`src/rtl/axi_lite_master_port.sv`:
```
// Single-outstanding AXI4-Lite initiator bridging a core req/rsp handshake to AW/W/B or AR/R.
// Define AXI_MST_TIMEOUT_EN to bound the B/R wait by TIMEOUT_CYCLES.
module axi_lite_master_port #(
    parameter int TIMEOUT_CYCLES = 1024
) (
    input  logic        CLK,
    input  logic        RSTn,
    input  logic        req_valid,
    output logic        req_ready,
    input  logic        req_wen,
    input  logic [31:0] req_addr,
    input  logic [63:0] req_wdata,
    input  logic [7:0]  req_wstrb,
    output logic        rsp_valid,
    input  logic        rsp_ready,
    output logic [63:0] rsp_rdata,
    output logic [1:0]  rsp_resp,
    output logic        timeout_err,
    output logic [31:0] M_AWADDR,
    output logic        M_AWVALID,
    input  logic        M_AWREADY,
    output logic [63:0] M_WDATA,
    output logic [7:0]  M_WSTRB,
    output logic        M_WVALID,
    input  logic        M_WREADY,
    input  logic [1:0]  M_BRESP,
    input  logic        M_BVALID,
    output logic        M_BREADY,
    output logic [31:0] M_ARADDR,
    output logic        M_ARVALID,
    input  logic        M_ARREADY,
    input  logic [63:0] M_RDATA,
    input  logic [1:0]  M_RRESP,
    input  logic        M_RVALID,
    output logic        M_RREADY
);

    typedef enum logic [2:0] {
        IDLE    = 3'd0,
        WR_REQ  = 3'd1,
        WR_RESP = 3'd2,
        RD_REQ  = 3'd3,
        RD_RESP = 3'd4,
        RSP     = 3'd5
    } state_t;

    state_t      state_q, state_d;
    logic [31:0] addr_q, addr_d;
    logic [63:0] wdata_q, wdata_d;
    logic [7:0]  wstrb_q, wstrb_d;
    logic        aw_done_q, aw_done_d;
    logic        w_done_q, w_done_d;
    logic [63:0] rdata_q, rdata_d;
    logic [1:0]  resp_q, resp_d;
    logic        awvalid_q, awvalid_d;
    logic        wvalid_q, wvalid_d;
    logic        bready_q, bready_d;
    logic        arvalid_q, arvalid_d;
    logic        rready_q, rready_d;
    logic        req_ready_q, req_ready_d;
    logic        rsp_valid_q, rsp_valid_d;
    logic        tmo_hit_s;
    logic        tmo_take_s;

    // Next-state and captured payload/response
    always_comb begin
        state_d    = state_q;
        addr_d     = addr_q;
        wdata_d    = wdata_q;
        wstrb_d    = wstrb_q;
        aw_done_d  = aw_done_q;
        w_done_d   = w_done_q;
        rdata_d    = rdata_q;
        resp_d     = resp_q;
        tmo_take_s = 1'b0;
        case (state_q)
            IDLE: begin
                if (req_valid) begin
                    addr_d    = req_addr;
                    wdata_d   = req_wdata;
                    wstrb_d   = req_wstrb;
                    aw_done_d = 1'b0;
                    w_done_d  = 1'b0;
                    state_d   = req_wen ? WR_REQ : RD_REQ;
                end else begin
                    state_d = IDLE;
                end
            end
            WR_REQ: begin
                // AW and W complete independently, possibly on the same edge
                if (awvalid_q && M_AWREADY) begin
                    aw_done_d = 1'b1;
                end else begin
                    aw_done_d = aw_done_q;
                end
                if (wvalid_q && M_WREADY) begin
                    w_done_d = 1'b1;
                end else begin
                    w_done_d = w_done_q;
                end
                if (aw_done_d && w_done_d) begin
                    state_d = WR_RESP;
                end else begin
                    state_d = WR_REQ;
                end
            end
            WR_RESP: begin
                if (M_BVALID) begin
                    resp_d  = M_BRESP;
                    rdata_d = 64'd0;
                    state_d = RSP;
                end else if (tmo_hit_s) begin
                    resp_d     = 2'b11;
                    rdata_d    = 64'd0;
                    tmo_take_s = 1'b1;
                    state_d    = RSP;
                end else begin
                    state_d = WR_RESP;
                end
            end
            RD_REQ: begin
                if (M_ARREADY) begin
                    state_d = RD_RESP;
                end else begin
                    state_d = RD_REQ;
                end
            end
            RD_RESP: begin
                if (M_RVALID) begin
                    resp_d  = M_RRESP;
                    rdata_d = M_RDATA;
                    state_d = RSP;
                end else if (tmo_hit_s) begin
                    resp_d     = 2'b11;
                    rdata_d    = 64'd0;
                    tmo_take_s = 1'b1;
                    state_d    = RSP;
                end else begin
                    state_d = RD_RESP;
                end
            end
            RSP: begin
                if (rsp_ready) begin
                    state_d = IDLE;
                end else begin
                    state_d = RSP;
                end
            end
            default: begin
                state_d = IDLE;
            end
        endcase
    end

    // Interface outputs are decoded from the next state so they leave flops
    always_comb begin
        awvalid_d   = (state_d == WR_REQ) && !aw_done_d;
        wvalid_d    = (state_d == WR_REQ) && !w_done_d;
        bready_d    = (state_d == WR_RESP);
        arvalid_d   = (state_d == RD_REQ);
        rready_d    = (state_d == RD_RESP);
        req_ready_d = (state_d == IDLE);
        rsp_valid_d = (state_d == RSP);
    end

    // State, payload and output registers
    always_ff @(posedge CLK or negedge RSTn) begin
        if (!RSTn) begin
            state_q     <= IDLE;
            addr_q      <= 32'd0;
            wdata_q     <= 64'd0;
            wstrb_q     <= 8'd0;
            aw_done_q   <= 1'b0;
            w_done_q    <= 1'b0;
            rdata_q     <= 64'd0;
            resp_q      <= 2'b00;
            awvalid_q   <= 1'b0;
            wvalid_q    <= 1'b0;
            bready_q    <= 1'b0;
            arvalid_q   <= 1'b0;
            rready_q    <= 1'b0;
            req_ready_q <= 1'b1;
            rsp_valid_q <= 1'b0;
        end else begin
            state_q     <= state_d;
            addr_q      <= addr_d;
            wdata_q     <= wdata_d;
            wstrb_q     <= wstrb_d;
            aw_done_q   <= aw_done_d;
            w_done_q    <= w_done_d;
            rdata_q     <= rdata_d;
            resp_q      <= resp_d;
            awvalid_q   <= awvalid_d;
            wvalid_q    <= wvalid_d;
            bready_q    <= bready_d;
            arvalid_q   <= arvalid_d;
            rready_q    <= rready_d;
            req_ready_q <= req_ready_d;
            rsp_valid_q <= rsp_valid_d;
        end
    end

`ifdef AXI_MST_TIMEOUT_EN
    logic [15:0] cnt_q, cnt_d;
    logic        timeout_err_q;

    // Counter is zero on entry to a response wait and counts each cycle spent there
    always_comb begin
        if ((state_q == WR_RESP) || (state_q == RD_RESP)) begin
            cnt_d = cnt_q + 16'd1;
        end else begin
            cnt_d = 16'd0;
        end
    end

    assign tmo_hit_s = (cnt_q == 16'(TIMEOUT_CYCLES - 1));

    // Wait counter and sticky timeout flag
    always_ff @(posedge CLK or negedge RSTn) begin
        if (!RSTn) begin
            cnt_q         <= 16'd0;
            timeout_err_q <= 1'b0;
        end else begin
            cnt_q         <= cnt_d;
            timeout_err_q <= timeout_err_q | tmo_take_s;
        end
    end

    assign timeout_err = timeout_err_q;
`else
    logic unused_cfg_s;

    assign tmo_hit_s    = 1'b0;
    assign timeout_err  = 1'b0;
    assign unused_cfg_s = ^{tmo_take_s, 32'(TIMEOUT_CYCLES)};
`endif

    assign req_ready = req_ready_q;
    assign rsp_valid = rsp_valid_q;
    assign rsp_rdata = rdata_q;
    assign rsp_resp  = resp_q;
    assign M_AWADDR  = addr_q;
    assign M_AWVALID = awvalid_q;
    assign M_WDATA   = wdata_q;
    assign M_WSTRB   = wstrb_q;
    assign M_WVALID  = wvalid_q;
    assign M_BREADY  = bready_q;
    assign M_ARADDR  = addr_q;
    assign M_ARVALID = arvalid_q;
    assign M_RREADY  = rready_q;

endmodule

```
`config.mk`:
```
export PLATFORM = sky130hd
export DESIGN_NAME = axi_lite_master_port
export DESIGN_NICKNAME = d
export VERILOG_FILES = /design/src/rtl/axi_lite_master_port.sv
export SDC_FILE = /design/constraint.sdc
export NUM_CORES = 1
export LEC_CHECK = 0
export BUFFER_PORTS_ARGS = -buffer_cell sky130_fd_sc_hd__buf_2
export CAP_MARGIN = 5
export CORE_AREA = 2 2 152 154
export CTS_BUF_LIST = sky130_fd_sc_hd__clkbuf_2 sky130_fd_sc_hd__clkbuf_4 sky130_fd_sc_hd__clkbuf_8
export CTS_CLUSTER_SIZE = 40
export DETAILED_ROUTE_END_ITERATION = 16
export DIE_AREA = 0 0 154 156
export SLEW_MARGIN = 20
export SYNTH_ARGS = -nofsm -noshare
export SYNTH_HDL_FRONTEND = slang
export SYNTH_SLANG_ARGS = --single-unit
```
`constraint.sdc`:
```
create_clock -name CLK -period 2.3 [get_ports CLK]
set_input_delay 0.345 -clock CLK [delete_from_list [all_inputs] [get_ports CLK]]
set_output_delay 0.345 -clock CLK [all_outputs]
set_load 0.01 [all_outputs]
```
==> results_tabular.tex, run 1 <==
\begin{tabular}{lr}
\hline
Metric & Value \\
\hline
\multicolumn{2}{l}{\textbf{Synth}} \\
\quad Mux contribution to synthesized area & 16.5\% \\
\quad Post-Synth Adder-Cell Area & 0\% \\
\quad Share of synthesized cell area in and, or, nand and nor gates & 8.90\% \\
\quad Number of distinct library cells after synthesis & 32 \\
\quad Cells after synthesis & 604 \\
\quad Synthesized area per cell & 12.2 um\^{}2 \\
\quad Compound-gate portion of the synthesized area & 6.09\% \\
\quad Syn nets & 786 \\
\quad Share of synthesized area occupied by flip-flops and latches & 62.0\% \\
\quad Register bit count reported by yosys & 182 \\
\quad Post-Synth XOR/XNOR Area & 0\% \\
\quad Warnings from Yosys & 0 \\
\quad Largest family of logic cells by synthesized area & multiplexers \\
\quad Mapped cell area & 7350 um\^{}2 \\
\multicolumn{2}{l}{\textbf{Worst setup path}} \\
\quad R2R cell count & 4 \\
\quad Critical R2R Launch & state\_q[1] \\
\quad Critical path fanouts, max & 28 \\
\quad Reg-to-reg setup timing slack & 440 ps \\
\quad Worst reg2reg path endpoint & M\_ARADDR[7] \\
\quad Critical path startpoint category & flip-flop \\
\quad Cell-by-cell listing of the critical path & nor3\_4 -> buf\_12 -> buf\_4 -> mux2\_2 \\
\quad Worst path buffer plus inverter count & 2 \\
\quad Crit path max-delay family & flip-flops \\
\quad Launching element of the worst setup path & state\_q[1] \\
\quad Highest-delay cell along the critical path & sky130\_fd\_sc\_hd\_\_dfrtp\_1 \\
\quad Type of the worst setup path & reg2reg \\
\quad Arrival time of the worst setup path & 2180 ps \\
\quad Critical path capture point type & flip-flop \\
\quad Required arrival time at the worst endpoint & 2620 ps \\
\quad Slowest cell delay on critical path & 560 ps \\
\multicolumn{2}{l}{\textbf{Detailed routing}} \\
\quad Wire length per cell & 15.0 um \\
\quad Number of optimization iterations in the first detailed-route pass & 4 \\
\quad Via density per instance & 4.35 \\
\quad Violation count after the first detailed-routing iteration & 310 \\
\quad Total via count after detailed routing & 5489 \\
\quad Detailed-route DRC error count & 0 \\
\quad Drt total wl & 18900 um \\
\quad Antenna Violating Nets Remaining & 0 \\
\multicolumn{2}{l}{\textbf{Place}} \\
\quad Placed instance area & 9460 um\^{}2 \\
\quad Sum of net half-perimeters after detailed placement & 14400 um \\
\quad Cell Count Post-Placement & 1229 \\
\quad Weighted congestion at the end of routability-driven global placement & 0.803 \\
\quad IO buf count & 390 \\
\multicolumn{2}{l}{\textbf{Final layout}} \\
\quad Layout cells sized above 1 & 50.8\% \\
\quad Finished Layout Cells & 1263 \\
\quad Sequential cell area & 4560 um\^{}2 \\
\quad Number of fill cells in the layout & 2161 \\
\quad Layout net count & 1146 \\
\quad Area of combinational cells with multiple inputs & 2330 um\^{}2 \\
\quad Design Area, Final & 9850 um\^{}2 \\
\quad Area added between synthesis and finish & 34.1\% \\
\multicolumn{2}{l}{\textbf{Power and ir drop}} \\
\quad Power density cells & 1330 nW/um\^{}2 \\
\quad Leakage power figure & 4.95 nW \\
\quad Peak VDD IR & 603 uV \\
\multicolumn{2}{l}{\textbf{STA}} \\
\quad Relative slew slack & 63.1\% \\
\quad Setup skew after layout & 23.7 ps \\
\quad Least-Margin Pin Slew & 553 ps \\
\quad RSZ-0062 raised after global routing & false \\
\quad Setup TNS & 0 ps \\
\quad Total setup violations reported at the end of the flow & 0 \\
\quad Fmax & 0.539 GHz \\
\quad Final-report max-slew violation count & 0 \\
\quad Final period demand of the worst path & 1860 ps \\
\quad Final Hold Vio Count & 0 \\
\quad Fraction of the cycle the final worst path needs & 80.7\% \\
\quad Hold slack & 100 ps \\
\multicolumn{2}{l}{\textbf{GRT}} \\
\quad GRT Util Overall & 15.1\% \\
\quad Remaining global-route overflow & 0 \\
\quad Number of antenna violations at the first check in global routing & 1 \\
\quad Wire length of the first global-routing pass & 28600 um \\
\quad Via count of the first global-routing pass & 5297 \\
\quad Pin count of the biggest net entering global routing & 67 \\
\multicolumn{2}{l}{\textbf{Clock network}} \\
\quad Maximum clock insertion buffer count & 2 \\
\quad H-tree depth & 4 \\
\quad Later-pin clock latency in the skew report & 450 ps \\
\quad Inserted Clock Buffers & 17 \\
\quad Clock transition at path regs & 110 ps \\
\quad Clock tree root driver cell & sky130\_fd\_sc\_hd\_\_clkbuf\_8 \\
\quad CTS tree & built \\
\quad CTS sink cnt & 182 \\
\multicolumn{2}{l}{\textbf{Floorplan}} \\
\quad Effective utilization at floorplan & 32.9\% \\
\quad CORE AREA & 22400 um\^{}2 \\
\quad Number of rows created at floorplan & 55 \\
\quad Die outline area & 24000 um\^{}2 \\
\quad Y dimension of the die & 156 um \\
\quad Num ports & 392 \\
\quad Overall die width & 154 um \\
\multicolumn{2}{l}{\textbf{Min path}} \\
\quad Type of the tightest min-delay check & in2reg \\
\quad Start point of the worst min-delay path & req\_wstrb[6] \\
\quad Worst Hold Path Cells & 2 \\
\quad Worst min-delay path endpoint & M\_WSTRB[6] \\
\multicolumn{2}{l}{\textbf{Job}} \\
\quad Number of maximum-capacitance violations & 0 \\
\multicolumn{2}{l}{\textbf{Status}} \\
\quad Run status & complete, no violations \\
\hline
\end{tabular}
==> how the worst max path moves through the flow <==
stage	end	slack (ps)	cells after the start
2_1_floorplan	M_ARADDR[30]	720	5
3_3_place_gp	M_ARADDR[7]	520	4
3_5_place_dp	M_ARADDR[7]	490	4
4_1_cts	M_ARADDR[7]	450	4
5_1_grt	rsp_rdata[8]	340	5
6_report	M_ARADDR[7]	440	4
==> repair_timing <==
action                    CTS  global route
hold buffers                1             0
gates resized for setup     0             0
hold endpoints to repair   58             0
buffers inserted            0             0
==> layer usage <==
metal | global-route usage, % | vias to the layer above | share of wire [%]
met5 | 0 | - | 0
met4 | 5.30 | 0 | 2.1
met3 | 5.11 | 21 | 7.8
met2 | 25.4 | 217 | 49
met1 | 18.3 | 2534 | 42
li1 | - | 2717 | -
==> synth_stat cells <==
master                     instances  area share, %
sky130_fd_sc_hd__dfrtp_1         181             62
sky130_fd_sc_hd__o21ai_2           1           0.12
sky130_fd_sc_hd__nor2b_1           4           0.34
sky130_fd_sc_hd__a31oi_1           4           0.34
sky130_fd_sc_hd__nor3_1            4           0.27
sky130_fd_sc_hd__buf_2            15            1.0
sky130_fd_sc_hd__and3b_1           2           0.24
sky130_fd_sc_hd__nor2_1            9           0.46
sky130_fd_sc_hd__mux2_2           44            6.7
sky130_fd_sc_hd__inv_1             3           0.15
sky130_fd_sc_hd__inv_2             1          0.051
sky130_fd_sc_hd__nor3_2            1           0.14
sky130_fd_sc_hd__clkbuf_1          7           0.36
sky130_fd_sc_hd__o21ai_0           3           0.20
sky130_fd_sc_hd__o311a_1           1           0.14
sky130_fd_sc_hd__mux2_1           60            9.2
sky130_fd_sc_hd__a21oi_1           3           0.20
sky130_fd_sc_hd__a211oi_1          1           0.10
sky130_fd_sc_hd__o21ai_1          64            4.4
sky130_fd_sc_hd__a21oi_2           2           0.24
sky130_fd_sc_hd__or3b_4            1           0.15
sky130_fd_sc_hd__o22a_1            2           0.24
sky130_fd_sc_hd__nor4_2            2           0.34
sky130_fd_sc_hd__nand2_1         133            6.8
sky130_fd_sc_hd__conb_1            1          0.051
sky130_fd_sc_hd__buf_6             2           0.31
sky130_fd_sc_hd__buf_4            45            4.6
sky130_fd_sc_hd__and3_1            1          0.085
sky130_fd_sc_hd__nand2b_1          1          0.085
sky130_fd_sc_hd__o221a_2           1           0.15
sky130_fd_sc_hd__mux2i_1           4           0.54
sky130_fd_sc_hd__dfstp_2           1           0.36
==> kinds of logic after synthesis <==
kind of cell / after synthesis
other: 1
multiplexers: 108
buffers and inverters: 73
flip-flops: 182
AO/OA/AOI/OAI: 82
AND/OR/NAND/NOR: 158
==> stage by stage <==
step	total power [W]	worst slack (ps)	utilization (%)
3_5_place_dp	0.0112	486	42.3
2_1_floorplan	0.00896	723	-
4_1_cts	0.0133	446	44.0
6_report	0.0131	443	44.1
3_3_place_gp	0.0111	520	42.3
5_1_grt	0.0140	343	44.1
==> cell usage in the layout, fill, tap and decap left out, drive strengths merged <==
cell type	n
a211oi	1
a21oi	5
a31oi	4
and3	1
and3b	2
buf	408
clkbuf	21
clkinv	2
clkinvlp	4
conb	1
dfrtp	181
dfstp	1
diode	1
dlygate4sd3	1
inv	10
mux2	104
mux2i	4
nand2	133
nand2b	1
nor2	9
nor2b	4
nor3	5
nor4	2
o21ai	68
o221a	1
o22a	2
o311a	1
or3b	1
==> area by class of cell <==
cell class | instances | area share, %
well taps | 285 | 3.62
multi-input cells | 349 | 23.7
flip-flops and latches | 182 | 46.2
diodes | 1 | 0.0254
clock buffers | 20 | 2.67
clock inverters | 12 | 1.17
inverters | 4 | 0.152
repair buffers | 410 | 22.5
==> registers in the layout (all words and copies together), names as in the netlist, 2 cells and up <==
signal	count
M_ARADDR	32
M_WDATA	64
M_WSTRB	8
rsp_rdata	64
rsp_resp	2
state_q	3
==> worst reg2reg max path: stages (launching register included) <==
cell and delay, ps:
sky130_fd_sc_hd__dfrtp_1 560, sky130_fd_sc_hd__nor3_4 280, sky130_fd_sc_hd__buf_12 220, sky130_fd_sc_hd__buf_4 290, sky130_fd_sc_hd__mux2_2 370
==> report_power, final <==
group          switching [W]  internal, W
logic                0.00299      0.00261
registers           0.000768      0.00463
clock network        0.00123     0.000844
total                0.00499      0.00809
Power figures use the tool's default switching activity.
==> run 2, diff against run 1 <==
clock period = 1.7 ns   (was 2.3 ns; I/O delays follow)
==> run 2 against run 1 <==
  * Final cell count up 13%
  * Utilization up 7.4 points
  * Maximum frequency up 14%
  * Clock power up 37%
  * First-iteration DRC count down 14%
  * Combinational power up 52%
  * Non-clock buffer count up 158
  * Clock skew down 11 ps
  * Worst setup slack worse by 380 ps
  * Sequential power up 36%
  * Largest cell class unchanged
==> results_tabular.tex, run 2 (synthesized netlist as in run 1, its figures left out) <==
\begin{tabular}{lr}
\hline
Metric & Value \\
\hline
\multicolumn{2}{l}{\textbf{Final layout}} \\
\quad Area added between synthesis and finish & 56.5\% (was 34.1\%) \\
\quad Layout cells sized above 1 & 46.3\% (was 50.8\%) \\
\quad Number of fill cells in the layout & 1974 (was 2161) \\
\quad Area of combinational cells with multiple inputs & 2350 um\^{}2 (was 2330 um\^{}2) \\
\quad Layout net count & 1304 (was 1146) \\
\quad Sequential cell area & 4560 um\^{}2 (about the same) \\
\quad Design Area, Final & 11500 um\^{}2 (was 9850 um\^{}2) \\
\quad Commonest non-fill, non-tap cell in the layout & sky130\_fd\_sc\_hd\_\_buf\_2 (unchanged) \\
\quad Highest-count cells in the layout ignoring fill and taps & sky130\_fd\_sc\_hd\_\_buf\_2, sky130\_fd\_sc\_hd\_\_dfrtp\_1, sky130\_fd\_sc\_hd\_\_dlygate4sd3\_1, sky130\_fd\_sc\_hd\_\_nand2\_1, sky130\_fd\_sc\_hd\_\_o21ai\_1 (was sky130\_fd\_sc\_hd\_\_buf\_2, sky130\_fd\_sc\_hd\_\_dfrtp\_1, sky130\_fd\_sc\_hd\_\_nand2\_1, sky130\_fd\_sc\_hd\_\_o21ai\_1, sky130\_fd\_sc\_hd\_\_mux2\_1) \\
\quad Utilization of the core after routing & 51.4\% (was 44.1\%) \\
\multicolumn{2}{l}{\textbf{Clock network}} \\
\quad CTS sink cnt & 182 (unchanged) \\
\quad H-tree depth & 4 (unchanged) \\
\quad Later-pin clock latency in the skew report & 450 ps (about the same) \\
\quad Clock transition at path regs & 100 ps (was 110 ps) \\
\quad Maximum clock insertion buffer count & 2 (unchanged) \\
\quad CTS tree & built (unchanged) \\
\quad Clock tree root driver cell & sky130\_fd\_sc\_hd\_\_clkbuf\_8 (unchanged) \\
\quad Inserted Clock Buffers & 17 (unchanged) \\
\multicolumn{2}{l}{\textbf{Detailed routing}} \\
\quad Antenna Violating Nets Remaining & 0 (unchanged) \\
\quad Drt total wl & 21700 um (was 18900 um) \\
\quad Wire length per cell & 15.3 um (was 15.0 um) \\
\quad Violation count after the first detailed-routing iteration & 266 (was 310) \\
\quad Via density per instance & 4.44 (was 4.35) \\
\quad Number of optimization iterations in the first detailed-route pass & 4 (unchanged) \\
\quad Detailed-route DRC error count & 0 (unchanged) \\
\quad Total via count after detailed routing & 6310 (was 5489) \\
\multicolumn{2}{l}{\textbf{STA}} \\
\quad Setup TNS & 0 ps (unchanged) \\
\quad Setup skew after layout & 13.0 ps (was 23.7 ps) \\
\quad Total setup violations reported at the end of the flow & 0 (unchanged) \\
\quad RSZ-0062 raised after global routing & true (was false) \\
\quad Fmax & 0.612 GHz (was 0.539 GHz) \\
\quad Final-report max-slew violation count & 0 (unchanged) \\
\quad Fraction of the cycle the final worst path needs & 96.2\% (was 80.7\%) \\
\quad Final Hold Vio Count & 0 (unchanged) \\
\quad Setup WS post-layout & 64.8 ps (was 443 ps) \\
\quad Final period demand of the worst path & 1640 ps (was 1860 ps) \\
\multicolumn{2}{l}{\textbf{Worst setup path}} \\
\quad Required arrival time at the worst endpoint & 2030 ps (was 2620 ps) \\
\quad Worst reg2reg path endpoint & M\_WDATA[48] (was M\_ARADDR[7]) \\
\quad Reg-to-reg setup timing slack & 60 ps (was 440 ps) \\
\quad Critical path capture point type & flip-flop (unchanged) \\
\quad Critical path startpoint category & flip-flop (unchanged) \\
\quad Critical path fanouts, max & 16 (was 28) \\
\quad Arrival time of the worst setup path & 1960 ps (was 2180 ps) \\
\quad Critical R2R Launch & state\_q[0] (was state\_q[1]) \\
\quad Type of the worst setup path & reg2reg (unchanged) \\
\quad R2R cell count & 6 (was 4) \\
\multicolumn{2}{l}{\textbf{Place}} \\
\quad Placed instance area & 9650 um\^{}2 (was 9460 um\^{}2) \\
\quad Weighted congestion at the end of routability-driven global placement & 0.814 (was 0.803) \\
\quad Minimum setup slack after placement & 73.1 ps (was 486 ps) \\
\quad Sum of net half-perimeters after detailed placement & 15200 um (was 14400 um) \\
\quad IO buf count & 390 (unchanged) \\
\multicolumn{2}{l}{\textbf{GRT}} \\
\quad Number of antenna violations at the first check in global routing & 0 (was 1) \\
\quad Via count of the first global-routing pass & 6396 (was 5297) \\
\quad Remaining global-route overflow & 0 (unchanged) \\
\quad Pin count of the biggest net entering global routing & 55 (was 67) \\
\quad GRT Util Overall & 17.4\% (was 15.1\%) \\
\quad Wire length of the first global-routing pass & 33500 um (was 28600 um) \\
\multicolumn{2}{l}{\textbf{Min path}} \\
\quad Worst Hold Path Cells & 3 (was 2) \\
\quad Type of the tightest min-delay check & in2reg (unchanged) \\
\quad Start point of the worst min-delay path & M\_RDATA[14] (was req\_wstrb[6]) \\
\quad Worst min-delay path endpoint & rsp\_rdata[14] (was M\_WSTRB[6]) \\
\multicolumn{2}{l}{\textbf{Power and ir drop}} \\
\quad Switching Fraction & 38.2\% (about the same) \\
\quad Power density cells & 1630 nW/um\^{}2 (was 1330 nW/um\^{}2) \\
\quad Clock group share of total power & 15.2\% (was 15.9\%) \\
\quad Share of power burned in combinational logic & 45.5\% (was 42.8\%) \\
\quad Fraction of power consumed by sequential logic & 39.3\% (was 41.3\%) \\
\quad Peak VDD IR & 729 uV (was 603 uV) \\
\quad NetSw & 0.00714 W (was 0.00499 W) \\
\quad Leakage power figure & 5.69 nW (was 4.95 nW) \\
\quad Internal Power & 0.0116 W (was 0.00809 W) \\
\multicolumn{2}{l}{\textbf{Job}} \\
\quad Number of maximum-capacitance violations & 0 (unchanged) \\
\multicolumn{2}{l}{\textbf{Floorplan}} \\
\quad CORE AREA & 22400 um\^{}2 (unchanged) \\
\quad Effective utilization at floorplan & 32.9\% (unchanged) \\
\quad Number of rows created at floorplan & 55 (unchanged) \\
\quad Num ports & 392 (unchanged) \\
\quad Overall die width & 154 um (unchanged) \\
\quad Y dimension of the die & 156 um (unchanged) \\
\quad Die outline area & 24000 um\^{}2 (unchanged) \\
\multicolumn{2}{l}{\textbf{Status}} \\
\quad Run status & complete, no violations (unchanged) \\
\hline
\end{tabular}
-- run 2: cell count changes in the layout (fill, tap and decap cells not counted), sizes merged --
cell / before / now
clkinv: 2 / 5
inv: 10 / 13
buf: 408 / 431
dlygate4sd3: 1 / 134
clkinvlp: 4 / 0
-- run 2: cell type report --
cell class              instances  share of cell area (%)
multi-input cells             349                    20.4
diodes                          1                  0.0218
clock inverters                14                    1.13
repair buffers                568                    33.4
inverters                       4                   0.131
clock buffers                  18                    2.15
flip-flops and latches        182                    39.6
well taps                     285                    3.10
-- run 2: how the worst max path moves through the flow --
stage / startpoint / end / slack (ps) / depth (start not counted)
2_1_floorplan: state_q[0] / M_ARADDR[30] / 120 / 5
3_3_place_gp: state_q[1] / rsp_rdata[24] / 90 / 7
3_5_place_dp: state_q[1] / rsp_rdata[0] / 70 / 7
4_1_cts: state_q[1] / rsp_rdata[0] / 30 / 7
5_1_grt: state_q[0] / M_WDATA[25] / -9 / 6
6_report: state_q[0] / M_WDATA[48] / 60 / 6
-- run 2: worst max-delay path, stage by stage (launching register included) --
cell and delay [ps]:
sky130_fd_sc_hd__dfrtp_1 390, sky130_fd_sc_hd__nand2b_4 150, sky130_fd_sc_hd__nor3_4 220, sky130_fd_sc_hd__buf_12 140, sky130_fd_sc_hd__buf_12 120, sky130_fd_sc_hd__buf_12 150
sky130_fd_sc_hd__mux2_1 340
-- run 2: timing repair --
action	4_1_cts	5_1_grt
endpoints found under the setup margin	0	36
endpoints found under the hold margin	163	2
hold buffers	132	2
setup buffers	0	7
gates resized for setup	0	7
-- run 2: routing by layer --
layer / routed length, um / share of wire (%) / GRT usage, %
met5: 0 / 0 / 0
met3: 1460 / 6.7 / 5.11
met4: 525 / 2.4 / 6.41
met1: 8910 / 41 / 20.8
met2: 10800 / 50 / 29.9
-- run 2: per-stage QoR --
stage,total power (W),std cells,hold slack (ps)
floorplan,0.0121,604,-40.6
global placement,0.0153,1245,196
detailed placement,0.0155,1245,200
CTS,0.0187,1409,0.124
global route,0.0200,1420,0.681
finish,0.0187,1421,40.8
-- run 2: power by group through the flow --
stage	Clock [W]	Combinational [W]	Sequential, W
6_report	0.00285	0.00851	0.00735
4_1_cts	0.00300	0.00831	0.00735
3_3_place_gp	0	0.00792	0.00738
2_1_floorplan	0	0.00389	0.00823
3_5_place_dp	0	0.00805	0.00743
5_1_grt	0.00317	0.00922	0.00760
